`config.mk`:
```
export PLATFORM = sky130hd
export DESIGN_NAME = gmii_rx_deframer_flat
export DESIGN_NICKNAME = d
export VERILOG_FILES = /design/src/rtl/gmii_rx_deframer_if.sv /design/src/rtl/gmii_rx_deframer.sv /design/src/flat_wrapper.sv
export SDC_FILE = /design/constraint.sdc
export NUM_CORES = 1
export LEC_CHECK = 0
export ABC_CLOCK_PERIOD_IN_PS = 4200
export BUFFER_PORTS_ARGS = -buffer_cell sky130_fd_sc_hd__buf_2
export CORE_ASPECT_RATIO = 1.25
export CORE_MARGIN = 3
export CORE_UTILIZATION = 56
export DETAILED_ROUTE_END_ITERATION = 10
export GPL_TIMING_DRIVEN = 0
export HOLD_SLACK_MARGIN = 0.03
export PLACE_DENSITY = 0.76
export SLEW_MARGIN = 0
export SYNTH_ARGS = -nofsm -noshare
export SYNTH_HDL_FRONTEND = slang
export SYNTH_SLANG_ARGS = --single-unit
```
`constraint.sdc`:
```
create_clock -name rxclk -period 4.2 [get_ports rxclk]
set_input_delay 1.26 -clock rxclk [delete_from_list [all_inputs] [get_ports rxclk]]
set_output_delay 1.26 -clock rxclk [all_outputs]
set_load 0.02 [all_outputs]
```
`src/rtl/gmii_rx_deframer_if.sv`:
```
// ----------------------------------------------------------------------------
// gmii_rx_deframer_if
//
// Groups the SDR GMII receive stream and the deframed payload/status stream
// of gmii_rx_deframer into one bundle. rxclk and rstn are not carried here;
// they remain plain ports on the modules.
//
// Signals:
//   gmii_rxd    [7:0]      receive byte
//   gmii_rxdv              receive data valid
//   gmii_rxer              receive error
//   out_data    [7:0]      payload byte
//   out_valid              out_data valid this cycle
//   out_sof                first payload byte (qualified by out_valid)
//   out_eof                last payload byte (qualified by out_valid)
//   out_err                frame bad, meaningful only with out_eof
//   frame_ok               one-cycle pulse, frame passed all checks
//   frame_bad              one-cycle pulse, frame reached DATA and failed
//   cnt_good    [CNT_W-1:0] saturating good-frame count
//   cnt_bad     [CNT_W-1:0] saturating bad-frame count
//
// Modports:
//   slave  - the deframer: consumes GMII, produces payload and status
//   master - the environment: drives GMII, observes payload and status
// ----------------------------------------------------------------------------
interface gmii_rx_deframer_if #(
   parameter int CNT_W = 16
) ();

   logic [7:0]       gmii_rxd;
   logic             gmii_rxdv;
   logic             gmii_rxer;

   logic [7:0]       out_data;
   logic             out_valid;
   logic             out_sof;
   logic             out_eof;
   logic             out_err;
   logic             frame_ok;
   logic             frame_bad;
   logic [CNT_W-1:0] cnt_good;
   logic [CNT_W-1:0] cnt_bad;

   modport slave (
      input  gmii_rxd, gmii_rxdv, gmii_rxer,
      output out_data, out_valid, out_sof, out_eof, out_err,
      output frame_ok, frame_bad, cnt_good, cnt_bad
   );

   modport master (
      output gmii_rxd, gmii_rxdv, gmii_rxer,
      input  out_data, out_valid, out_sof, out_eof, out_err,
      input  frame_ok, frame_bad, cnt_good, cnt_bad
   );

endinterface

```
`src/rtl/gmii_rx_deframer.sv`:
```
// ----------------------------------------------------------------------------
// gmii_rx_deframer
//
// Receives the SDR GMII byte stream (one byte per rxclk), strips preamble and
// SFD, checks the frame CRC-32 and length, and streams the payload out with
// start/end markers. The 4 FCS bytes are hidden by a 5-byte delay line: a
// byte is only released once five newer bytes have arrived, so when dv falls
// the bytes still held are exactly the last payload byte plus the FCS.
//
// Ports:
//   rxclk  - receive clock, all logic on its rising edge
//   rstn   - asynchronous active-low reset
//   bus    - gmii_rx_deframer_if.slave: GMII input, payload stream output,
//            frame_ok/frame_bad pulses and saturating good/bad counters
//
// Parameters:
//   MIN_LEN - minimum legal length after SFD, FCS included
//   MAX_LEN - maximum legal length after SFD, FCS included
//   CNT_W   - width of the good/bad frame counters
// ----------------------------------------------------------------------------
module gmii_rx_deframer #(
   parameter int MIN_LEN = 64,
   parameter int MAX_LEN = 1518,
   parameter int CNT_W   = 16
) (
   input  logic                  rxclk,
   input  logic                  rstn,
   gmii_rx_deframer_if.slave     bus
);

   typedef enum logic [1:0] {
      IDLE,
      PRE,
      DATA,
      DROP
   } state_t;

   localparam logic [7:0]  PRE_BYTE    = 8'h55;
   localparam logic [7:0]  SFD_BYTE    = 8'hD5;
   localparam logic [31:0] CRC_INIT    = 32'hFFFF_FFFF;
   localparam logic [31:0] CRC_POLY    = 32'h04C1_1DB7;
   // Register value left behind after shifting a frame and its own correct
   // FCS through this (MSB-first, LSB-first-bit-input) CRC formulation.
   localparam logic [31:0] CRC_RESIDUE = 32'hC704_DD7B;
   localparam logic [15:0] MIN_L       = 16'(MIN_LEN);
   localparam logic [15:0] MAX_L       = 16'(MAX_LEN);
   localparam logic [15:0] LEN_SAT     = 16'hFFFF;
   localparam logic [15:0] FILL_LEN    = 16'd5;
   localparam int          DL_DEPTH    = 5;

   // One byte of CRC-32. Data bits enter LSB first (Ethernet bit order)
   // into an MSB-first register, which is the bit-mirror of the usual
   // reflected shift-right form.
   function automatic logic [31:0] crc32_byte(input logic [31:0] crc,
                                              input logic [7:0]  d);
      logic [31:0] c;
      logic        fb;
      c = crc;
      for (int i = 0; i < 8; i++) begin
         fb = c[31] ^ d[i];
         c  = {c[30:0], 1'b0} ^ (fb ? CRC_POLY : 32'h0);
      end
      return c;
   endfunction

   // ------------------------------------------------------------------------
   // State and datapath registers
   // ------------------------------------------------------------------------
   state_t           state_q, state_d;
   logic [15:0]      len_q, len_d;
   logic [31:0]      crc_q, crc_d;
   logic             err_q, err_d;
   logic [7:0]       dl_q [DL_DEPTH];   // [0] newest .. [4] oldest
   logic             shift_en;

   logic [7:0]       out_data_q, out_data_d;
   logic             out_valid_q, out_valid_d;
   logic             out_sof_q, out_sof_d;
   logic             out_eof_q, out_eof_d;
   logic             out_err_q, out_err_d;
   logic             frame_ok_q, frame_ok_d;
   logic             frame_bad_q, frame_bad_d;
   logic [CNT_W-1:0] cnt_good_q, cnt_bad_q;

   logic             frame_good;
   logic             have_fill;

   // ------------------------------------------------------------------------
   // Next-state and output decode
   // ------------------------------------------------------------------------
   always_comb begin
      // NOTE: every variable gets a default here so no path leaves one
      // unassigned, which would otherwise infer a latch.
      state_d     = state_q;
      len_d       = len_q;
      crc_d       = crc_q;
      err_d       = err_q;
      shift_en    = 1'b0;
      out_data_d  = out_data_q;
      out_valid_d = 1'b0;
      out_sof_d   = 1'b0;
      out_eof_d   = 1'b0;
      out_err_d   = 1'b0;
      frame_ok_d  = 1'b0;
      frame_bad_d = 1'b0;

      // Evaluated on the first dv=0 cycle, when len_q/crc_q cover the whole
      // frame. Runts below 5 bytes fail here through the MIN_L test.
      frame_good = (crc_q == CRC_RESIDUE) && !err_q &&
                   (len_q >= MIN_L) && (len_q <= MAX_L);
      // Delay line holds five real bytes of this frame.
      have_fill  = (len_q >= FILL_LEN);

      unique case (state_q)
         IDLE: begin
            if (bus.gmii_rxdv) begin
               state_d = (bus.gmii_rxd == PRE_BYTE) ? PRE : DROP;
            end
         end

         PRE: begin
            if (!bus.gmii_rxdv) begin
               state_d = IDLE;
            end else if (bus.gmii_rxd == SFD_BYTE) begin
               state_d = DATA;
               len_d   = '0;
               crc_d   = CRC_INIT;
               err_d   = 1'b0;
            end else if (bus.gmii_rxd != PRE_BYTE) begin
               state_d = DROP;
            end
         end

         DATA: begin
            if (bus.gmii_rxdv) begin
               shift_en = 1'b1;
               crc_d    = crc32_byte(crc_q, bus.gmii_rxd);
               len_d    = (len_q == LEN_SAT) ? len_q : len_q + 16'd1;
               if (bus.gmii_rxer) begin
                  err_d = 1'b1;
               end
               if (have_fill) begin
                  out_valid_d = 1'b1;
                  out_data_d  = dl_q[DL_DEPTH-1];
                  out_sof_d   = (len_q == FILL_LEN);
               end
            end else begin
               // Frame end: the oldest held byte is the last payload byte,
               // the four newer ones are the FCS and are discarded.
               state_d = IDLE;
               if (have_fill) begin
                  out_valid_d = 1'b1;
                  out_data_d  = dl_q[DL_DEPTH-1];
                  out_sof_d   = (len_q == FILL_LEN);
                  out_eof_d   = 1'b1;
                  out_err_d   = !frame_good;
               end
               frame_ok_d  = frame_good;
               frame_bad_d = !frame_good;
            end
         end

         DROP: begin
            if (!bus.gmii_rxdv) begin
               state_d = IDLE;
            end
         end

         default: state_d = IDLE;
      endcase
   end

   // ------------------------------------------------------------------------
   // Control and output registers
   // ------------------------------------------------------------------------
   always_ff @(posedge rxclk or negedge rstn) begin
      if (!rstn) begin
         state_q     <= IDLE;
         len_q       <= '0;
         crc_q       <= CRC_INIT;
         err_q       <= 1'b0;
         out_data_q  <= '0;
         out_valid_q <= 1'b0;
         out_sof_q   <= 1'b0;
         out_eof_q   <= 1'b0;
         out_err_q   <= 1'b0;
         frame_ok_q  <= 1'b0;
         frame_bad_q <= 1'b0;
      end else begin
         // NOTE: non-blocking assignments so every register samples the
         // pre-edge values, independent of statement order.
         state_q     <= state_d;
         len_q       <= len_d;
         crc_q       <= crc_d;
         err_q       <= err_d;
         out_data_q  <= out_data_d;
         out_valid_q <= out_valid_d;
         out_sof_q   <= out_sof_d;
         out_eof_q   <= out_eof_d;
         out_err_q   <= out_err_d;
         frame_ok_q  <= frame_ok_d;
         frame_bad_q <= frame_bad_d;
      end
   end

   // ------------------------------------------------------------------------
   // 5-byte delay line
   // ------------------------------------------------------------------------
   // NOTE: no reset on the delay line; its contents are only read once
   // len_q shows five bytes of the current frame have been written.
   always_ff @(posedge rxclk) begin
      if (shift_en) begin
         dl_q[0] <= bus.gmii_rxd;
         for (int i = 1; i < DL_DEPTH; i++) begin
            dl_q[i] <= dl_q[i-1];
         end
      end
   end

   // ------------------------------------------------------------------------
   // Saturating frame counters, one cycle behind the status pulses
   // ------------------------------------------------------------------------
   always_ff @(posedge rxclk or negedge rstn) begin
      if (!rstn) begin
         cnt_good_q <= '0;
         cnt_bad_q  <= '0;
      end else begin
         if (frame_ok_q && (cnt_good_q != '1)) begin
            cnt_good_q <= cnt_good_q + CNT_W'(1);
         end
         if (frame_bad_q && (cnt_bad_q != '1)) begin
            cnt_bad_q <= cnt_bad_q + CNT_W'(1);
         end
      end
   end

   assign bus.out_data  = out_data_q;
   assign bus.out_valid = out_valid_q;
   assign bus.out_sof   = out_sof_q;
   assign bus.out_eof   = out_eof_q;
   assign bus.out_err   = out_err_q;
   assign bus.frame_ok  = frame_ok_q;
   assign bus.frame_bad = frame_bad_q;
   assign bus.cnt_good  = cnt_good_q;
   assign bus.cnt_bad   = cnt_bad_q;

endmodule

```
`src/flat_wrapper.sv`:
```
// flat-port wrapper written by rule: the top's interface ports become plain ports
module gmii_rx_deframer_flat 
#(
   parameter int MIN_LEN = 64,
   parameter int MAX_LEN = 1518,
   parameter int CNT_W   = 16
)
  (rxclk, rstn, bus_gmii_rxd, bus_gmii_rxdv, bus_gmii_rxer, bus_out_data, bus_out_valid, bus_out_sof, bus_out_eof, bus_out_err, bus_frame_ok, bus_frame_bad, bus_cnt_good, bus_cnt_bad);
  gmii_rx_deframer_if #(.CNT_W(CNT_W)) bus_i ();
  input  logic rxclk;
  input  logic rstn;
  input wire logic [$bits(bus_i.gmii_rxd)-1:0] bus_gmii_rxd;
  input wire logic [$bits(bus_i.gmii_rxdv)-1:0] bus_gmii_rxdv;
  input wire logic [$bits(bus_i.gmii_rxer)-1:0] bus_gmii_rxer;
  output wire logic [$bits(bus_i.out_data)-1:0] bus_out_data;
  output wire logic [$bits(bus_i.out_valid)-1:0] bus_out_valid;
  output wire logic [$bits(bus_i.out_sof)-1:0] bus_out_sof;
  output wire logic [$bits(bus_i.out_eof)-1:0] bus_out_eof;
  output wire logic [$bits(bus_i.out_err)-1:0] bus_out_err;
  output wire logic [$bits(bus_i.frame_ok)-1:0] bus_frame_ok;
  output wire logic [$bits(bus_i.frame_bad)-1:0] bus_frame_bad;
  output wire logic [$bits(bus_i.cnt_good)-1:0] bus_cnt_good;
  output wire logic [$bits(bus_i.cnt_bad)-1:0] bus_cnt_bad;
  assign bus_i.gmii_rxd = bus_gmii_rxd;
  assign bus_i.gmii_rxdv = bus_gmii_rxdv;
  assign bus_i.gmii_rxer = bus_gmii_rxer;
  assign bus_out_data = bus_i.out_data;
  assign bus_out_valid = bus_i.out_valid;
  assign bus_out_sof = bus_i.out_sof;
  assign bus_out_eof = bus_i.out_eof;
  assign bus_out_err = bus_i.out_err;
  assign bus_frame_ok = bus_i.frame_ok;
  assign bus_frame_bad = bus_i.frame_bad;
  assign bus_cnt_good = bus_i.cnt_good;
  assign bus_cnt_bad = bus_i.cnt_bad;
  gmii_rx_deframer #(.MIN_LEN(MIN_LEN), .MAX_LEN(MAX_LEN), .CNT_W(CNT_W)) u_core (.rxclk(rxclk), .rstn(rstn), .bus(bus_i));
endmodule
```
==> results.ini, run 1 <==
[run_status]
outcome=completed

[timing]
fin_ws_ns=1.08
period_minus_slack_ns=3.12
clock.fmax_mhz=321
setup_viol=0
slew_headroom=0.442
setup_tns_ns=0
hold_viol=0
slew_viol_final=0
rsz0062_at_grt=no
period_share=0.743
skew_ns=0.00715
tightest_slew_ns=0.831

[min_path]
min-delay-start=u_core.dl_q[2][4]$_DFFE_PP_
worstHoldEndpoint=u_core.dl_q[3][4]$_DFFE_PP_
hold_path_class=flop to flop
hold_depth=0

[critical_path]
crit_path_end_kind=flop
arrival_ns=3.43
reg2reg_slack_ns=1.60
worstPathCellList=buf_2, or4b_1, o31ai_1, and2_1, clkbuf_1, buf_2, o21ai_0, a22o_1
r2r-start=u_core.state_q[1]$_DFFE_PN0P_
path_common_cell=buf_2
r2r-end=u_core.len_q[6]$_DFFE_PN0P_
start_kind=input pin
required_ns=4.51
cp_num_buf_inv=3
slowest_delay_ns=0.53
rr_worst_depth=7
path_delay_family=compound AO/OA/AOI/OAI gates
crit_type=input pin to flop
crit_slowest_cell=or4b_1
crit_fanout=10

[pwr]
power_density_mw_per_mm2=759
peakVddDrop_uv=711
p_leak_nw=3.08

[synth]
synth_seq_cells=137
yosys_warnings=0
yosysTopAreaCellShare=0.258
synth_cell_types=55
ys_seq_area_frac=0.581
synth_edf_count=40
syn_area_mm2=0.00632
syn_area_per_cell_um2=12.3
synth_area_leader_cell=dfrtp_1
yosys-top-cells-area=dfrtp_1 26%, edfxtp_1 19%, dfstp_2 13%, xnor2_1 8.7%, xor2_1 2.9%
ys_async_sr_fraction=0.708
synthCells=515
synth.net_count=533
ys.flop_type=dfrtp_1

[detailed_routing]
vias_per_cell=5.86
ant_nets=0
top_layer_used=met4
dr_wl_met3_um=728
drc=0
dr.first_iter.drc_count=339
routed_wl_mm=13.1
wl_met2_mm=6.50
drt-met1-wl_mm=5.67
wl_per_cell_um=17.8
dr.pass1.iters=5
vias=4320

[layout]
drive_gt1_frac=0.250
syn2layout_area_growth_pct=17.1
num_antenna_cells=0
nNetsFinal=610

[grt]
grt_pass1_wl_mm=21.3
antenna_found_initial=0
overflow=0
grtUsageTotal=0.218
grt_max_degree=72
grt_pass1_vias=4312

[clock_network]
cts-hold-fix-buffers=0
path_clk_slew_ns=0.06
cts_buffers=17
clock_latency_ns=0.42
cts_root_buf=clkbuf_16
numClockSinks=137
cts_buffer_depth=2
cts_tree=done
cts_resized=0
htreeDepth=4
cts_setup_buffers=0

[placement]
preCtsSetupSlack_ns=0.717
dp_hpwl_mm=8.90
port_buffers=56
gp_congestion=0.987

[floorplan]
core_mm2=0.0108
initial_core_util=0.583
die_w_um=101
rows=42
die_area_mm2=0.0126
ios=58
die_h_um=125

[flow_run]
drv_cap=0

==> registers in the layout (all words and copies together) (netlist names), 2 cells and up <==
name / cells
u_core.bus.cnt_bad: 16
u_core.crc_q: 32
u_core.state_q: 2
u_core.bus.out_data: 8
u_core.dl_q: 40
u_core.bus.cnt_good: 16
u_core.len_q: 16
==> cell type report <==
cell class	instances	area, um2
sequential	137	3670
fill	776	3430
multi-input combinational	350	2540
clock buffer	18	429
timing repair buffer	58	330
tap	132	165
clock inverter	14	156
buffer	16	66.3
inverter	12	45.0
==> worst reg2reg max path: stages, from the launching register on <==
cell      delay [ns]
dfrtp_1         0.42
or4b_1          0.57
o31ai_1         0.40
and2_1          0.18
clkbuf_1        0.21
buf_2           0.33
o21ai_0         0.17
a22o_1          0.20
==> cell families after synthesis <==
kind of cell             Yosys count  synth area share
AO/OA/AOI/OAI                     86            0.0878
XOR/XNOR                          95             0.151
adder cells (fa/ha/maj)            6            0.0119
buffers and inverters             28            0.0174
flip-flops                       137             0.581
multiplexers                      10            0.0226
AND/OR/NAND/NOR                  153             0.129
==> cells in the final DEF, fill, tap and decap left out, types with 10 or more instances in the layout <==
master | Yosys | routed
o21ai_0 | 11 | 11
xor2_1 | 21 | 21
nand2_1 | 26 | 26
nor3_1 | 10 | 10
nand3_1 | 18 | 18
a21oi_1 | 33 | 33
nor2_1 | 40 | 40
nand4_1 | 14 | 14
dfstp_2 | 32 | 32
clkbuf_1 | 12 | 12
xnor2_1 | 63 | 63
inv_1 | 12 | 12
buf_2 | 4 | 59
edfxtp_1 | 40 | 40
dfrtp_1 | 65 | 65
clkbuf_16 | 0 | 17
==> cell usage after synthesis (9+ instances only) <==
| master | number |
|---|---|
| a21oi_1 | 33 |
| and3_1 | 9 |
| clkbuf_1 | 12 |
| dfrtp_1 | 65 |
| dfstp_2 | 32 |
| edfxtp_1 | 40 |
| inv_1 | 12 |
| nand2_1 | 26 |
| nand3_1 | 18 |
| nand4_1 | 14 |
| nor2_1 | 40 |
| nor3_1 | 10 |
| o21ai_0 | 11 |
| o22a_1 | 9 |
| xnor2_1 | 63 |
| xor2_1 | 21 |
==> worst max-delay path by stage <==
stage	startpoint	to	depth (start not counted)
after floorplan	bus_gmii_rxdv	u_core.dl_q[0][0]$_DFFE_PP_	4
after global placement	bus_gmii_rxdv	u_core.dl_q[3][6]$_DFFE_PP_	4
after detailed placement	bus_gmii_rxd[1]	u_core.len_q[6]$_DFFE_PN0P_	8
after CTS	bus_gmii_rxd[1]	u_core.len_q[6]$_DFFE_PN0P_	8
after global routing	bus_gmii_rxd[1]	u_core.len_q[6]$_DFFE_PN0P_	8
final	bus_gmii_rxd[1]	u_core.len_q[6]$_DFFE_PN0P_	8
==> layer usage <==
metal  vias to the layer above  global-route usage
met5                         -                   0
met4                         0              0.0798
met3                        21              0.0566
met2                       138               0.345
met1                      2147               0.287
li1                       2014                   -
==> power by group <==
part | leakage, nW | internal [W] | switching, W | total (W)
clock | 0.283 | 0.000843 | 0.000611 | 0.00145
sequential | 1.57 | 0.00174 | 0.000259 | 0.00200
combinational | 1.23 | 0.00111 | 0.00105 | 0.00216
==> through the flow <==
step           power (W)  cell area [um2]   util  hold slack [ns]  cells
3_3_place_gp     0.00410             6760  0.625            0.402    703
5_1_grt          0.00593             7400  0.683            0.418    737
4_1_cts          0.00564             7400  0.683            0.414    737
6_report         0.00562             7400  0.683            0.415    737
2_1_floorplan    0.00372             6320      -            0.400    515
3_5_place_dp     0.00416             6810  0.629            0.405    705
(Power assumes the default switching activity.)
==> run 2, diff against run 1 <==
- ABC_AREA: unset -> 1
- ABC_CLOCK_PERIOD_IN_PS: 4200 -> 2900
- PLACE_DENSITY: 0.76 -> 0.75
- clock period: 4.2 -> 2.9 ns (I/O delays scaled with it)
==> run 2 against run 1 <==
Against the previous run: non-clock buffer count is 4 lower; global-route usage increased by 2.5 points; routed wire length increased by 28%; largest cell class unchanged; first-iteration DRC count up 45%; synthesized area grew 18%; synthesized cell count rose by 74%; highest routed layer unchanged.
==> results.ini, run 2 <==
[synth]
synth_xor_area_frac=0.0762  ; was 0.151
syn_area_per_cell_um2=8.33  ; was 12.3 um2
yosysTopAreaCellShare=0.218  ; was 0.258
synth.mux.area_fraction=0  ; was 0.0226
ys_seq_area_frac=0.492  ; was 0.581
ys_async_sr_fraction=0.708  ; unchanged
synth_compound_area_frac=0.0579  ; was 0.0878
synth_most_common_cell=nand2_1  ; was dfrtp_1
synth-simple-area-share=0.295  ; was 0.129
synth_area_leader_cell=dfrtp_1  ; unchanged
synth_seq_cells=137  ; unchanged
synth_fa_ha_area_frac=0.0101  ; was 0.0119
yosys_warnings=0  ; unchanged
synth_edf_count=40  ; unchanged
synth_common_cells=271 x nand2_1, 99 x inv_1, 71 x nor2_1, 69 x nand3_1, 65 x dfrtp_1  ; was 65 x dfrtp_1, 63 x xnor2_1, 40 x edfxtp_1, 40 x nor2_1, 33 x a21oi_1
synthCells=895  ; was 515
synth_top_family_by_area=simple AND/OR/NAND/NOR gates  ; was XOR/XNOR gates
syn_area_mm2=0.00746  ; was 0.00632 mm2
synth_cell_types=44  ; was 55
yosys-top-cells-area=dfrtp_1 22%, edfxtp_1 16%, nand2_1 14%, dfstp_2 11%, xor2_1 6.2%  ; was dfrtp_1 26%, edfxtp_1 19%, dfstp_2 13%, xnor2_1 8.7%, xor2_1 2.9%
ys.flop_type=dfrtp_1  ; unchanged
synth.net_count=913  ; was 533

[critical_path]
crit_fanout=49  ; was 10
rr_worst_depth=7  ; unchanged
cp_num_buf_inv=4  ; was 3
required_ns=3.26  ; was 4.51 ns
slowest_delay_ns=0.89  ; was 0.53 ns
path_delay_family=buffers and inverters  ; was compound AO/OA/AOI/OAI gates
r2r-start=u_core.state_q[0]$_DFFE_PN0P_  ; was u_core.state_q[1]$_DFFE_PN0P_
crit_type=input pin to flop  ; unchanged
reg2reg_slack_ns=0.75  ; was 1.60 ns
worstPathCellList=buf_2, inv_1, nor2_4, buf_2, nand3_1, nand2_1, inv_1  ; was buf_2, or4b_1, o31ai_1, and2_1, clkbuf_1, buf_2, o21ai_0, a22o_1
crit_slowest_cell=buf_2  ; was or4b_1
crit_path_end_kind=flop  ; unchanged
r2r-end=u_core.crc_q[12]$_DFFE_PN1P_  ; was u_core.len_q[6]$_DFFE_PN0P_
arrival_ns=2.77  ; was 3.43 ns
start_kind=input pin  ; unchanged

[detailed_routing]
dr.first_iter.drc_count=493  ; was 339
drc=0  ; unchanged
dr.pass1.iters=7  ; was 5
vias_per_cell=5.34  ; was 5.86
vias=6155  ; was 4320
routed_wl_mm=16.9  ; was 13.1 mm
wl_per_cell_um=14.6  ; was 17.8 um
ant_nets=0  ; unchanged

[timing]
clock.fmax_mhz=415
slew_headroom=0.285  ; was 0.442
slew_viol_final=0  ; unchanged
tightest_slew_ns=1.07  ; was 0.831 ns
period_minus_slack_ns=2.41
setup_viol=0  ; unchanged
skew_ns=0.0124  ; was 0.00715 ns
hold_viol=0  ; unchanged
rsz0062_at_grt=no  ; unchanged
fin_ws_ns=0.491  ; was 1.08 ns
whs_ns=0.413  ; was 0.415 ns
period_share=0.831

[floorplan]
core_mm2=0.0128  ; was 0.0108 mm2
die_w_um=109  ; was 101 um
rows=46  ; was 42
initial_core_util=0.581  ; was 0.583
ios=58  ; unchanged
die_h_um=135  ; was 125 um
die_area_mm2=0.0147  ; was 0.0126 mm2

[placement]
placed_area_mm2=0.00798  ; was 0.00681 mm2
preCtsSetupSlack_ns=0.0622  ; was 0.717 ns
dp_cells=1121  ; was 705
dp_hpwl_mm=12.1  ; was 8.90 mm
port_buffers=57  ; was 56
gp_congestion=0.917  ; was 0.987

[pwr]
p_leak_nw=4.01  ; was 3.08 nW
peakVddDrop_uv=545  ; was 711 uV
p_sw_w=0.00278  ; was 0.00192 W
swShare=0.385  ; was 0.343
power_frac_comb=0.322  ; was 0.385
clkPwrFrac=0.295  ; was 0.259
p_seq_frac=0.383  ; was 0.356
total_power_w=0.00722  ; was 0.00562 W
internal_power_w=0.00444  ; was 0.00369 W
power_density_mw_per_mm2=842  ; was 759 mW/mm2

[layout]
mostFrequentLayoutCells=271 x nand2_1, 99 x inv_1, 71 x nor2_1, 69 x nand3_1, 65 x dfrtp_1  ; was 65 x dfrtp_1, 63 x xnor2_1, 59 x buf_2, 40 x nor2_1, 40 x edfxtp_1
drive_gt1_frac=0.199  ; was 0.250
nNetsFinal=990  ; was 610
largest_register=u_core.dl_q  ; unchanged
num_antenna_cells=0  ; unchanged
fill_cells=1041  ; was 776
fin_cells=1153  ; was 737
syn2layout_area_growth_pct=15.0  ; was 17.1%
largest_reg_flops=40  ; unchanged
top_regs=u_core.dl_q x40, u_core.crc_q x32  ; unchanged
stdcell_area_mm2=0.00857  ; was 0.00740 mm2
layout_commonest_cell=nand2_1  ; was dfrtp_1

[clock_network]
cts_tree=done  ; unchanged
path_clk_slew_ns=0.07  ; was 0.06 ns
clock_latency_ns=0.42  ; about the same
cts_setup_buffers=0  ; unchanged
cts_buffers=17  ; unchanged
cts_resized=0  ; unchanged
cts_buffer_depth=2  ; unchanged
cts_root_buf=clkbuf_16  ; unchanged
cts-hold-fix-buffers=0  ; unchanged
htreeDepth=4  ; unchanged
numClockSinks=137  ; unchanged

[flow_run]
drv_cap=0  ; unchanged

[grt]
grtUsageTotal=0.243  ; was 0.218
antenna_found_initial=0  ; unchanged
busiest_layer=met2  ; unchanged
grt_pass1_wl_mm=27.9  ; was 21.3 mm
grt_pass1_vias=5777  ; was 4312
met1_usage=0.306  ; was 0.287
grt_max_degree=56  ; was 72
use_met2=0.405  ; was 0.345
gr-usage-met3=0.0483  ; was 0.0566
overflow=0  ; unchanged

[min_path]
hold_path_class=flop to flop  ; unchanged
min-delay-start=u_core.dl_q[3][0]$_DFFE_PP_  ; was u_core.dl_q[2][4]$_DFFE_PP_
worstHoldEndpoint=u_core.dl_q[4][0]$_DFFE_PP_  ; was u_core.dl_q[3][4]$_DFFE_PP_
hold_depth=0  ; unchanged

[run_status]
outcome=completed  ; unchanged

## run 2: changes by cell type after synthesis, moves of 22 or more
cell,before,now
nand2_1,26,271
nand3_1,18,69
xor2_1,21,53
inv_1,12,99
xnor2_1,63,10
o21ai_0,11,33
nand2_2,0,26
nor2_1,40,71
## run 2: metal layers
| layer | wire length, um | part of all wire |
|---|---|---|
| met1 | 7000 | 0.42 |
| met2 | 8320 | 0.49 |
| met3 | 1060 | 0.063 |
| met4 | 476 | 0.028 |
| met5 | 0 | 0 |
## run 2: kinds of logic after synthesis
logic type      count (synthesis)
fa+ha+maj                       6
xor+xnor                       64
buf+inv                       119
flops                         137
simple gates                  496
compound gates                 73
## run 2: layout make-up
type | count | area, um2 | area share
Tap cell | 168 | 210 | 0.0245
Sequential cell | 137 | 3670 | 0.428
Buffer | 12 | 105 | 0.0123
Clock inverter | 14 | 141 | 0.0165
Inverter | 107 | 407 | 0.0474
Multi-Input combinational cell | 639 | 3280 | 0.382
Timing Repair Buffer | 58 | 315 | 0.0368
Clock buffer | 18 | 450 | 0.0525
## run 2: worst reg2reg max path: stages, from the launching register on
cell and delay [ns]:
dfrtp_1 0.36, inv_1 0.10, nand2_4 0.10, nor2_4 0.28, buf_2 0.89, nand3_1 0.21, nand2_1 0.11, inv_1 0.04
## run 2: power by group through the flow
stage | registers (W) | logic (W) | clock network [W]
after floorplan | 0.00283 | 0.00163 | 0
after global placement | 0.00277 | 0.00224 | 0
after detailed placement | 0.00279 | 0.00230 | 0
after CTS | 0.00275 | 0.00231 | 0.00216
after global routing | 0.00281 | 0.00264 | 0.00225
final | 0.00276 | 0.00233 | 0.00213
## run 2: through the flow
stage	utilization	TNS, ns
6_report	0.668	0
5_1_grt	0.668	0
4_1_cts	0.668	0
3_5_place_dp	0.622	0
3_3_place_gp	0.620	-1.86
2_1_floorplan	-	0
## run 2: worst max path at each step
stage,startpoint,to,slack [ns],cells past startpoint
final,bus_gmii_rxdv,u_core.crc_q[12]$_DFFE_PN1P_,0.49,7
after global routing,bus_gmii_rxdv,u_core.len_q[0]$_DFFE_PN0P_,0.35,6
after CTS,bus_gmii_rxdv,u_core.crc_q[6]$_DFFE_PN1P_,0.50,7
after detailed placement,bus_gmii_rxdv,u_core.crc_q[6]$_DFFE_PN1P_,0.06,7
after global placement,rstn,u_core.len_q[13]$_DFFE_PN0P_,-0.04,1
after floorplan,bus_gmii_rxdv,u_core.dl_q[0][0]$_DFFE_PP_,0.74,3
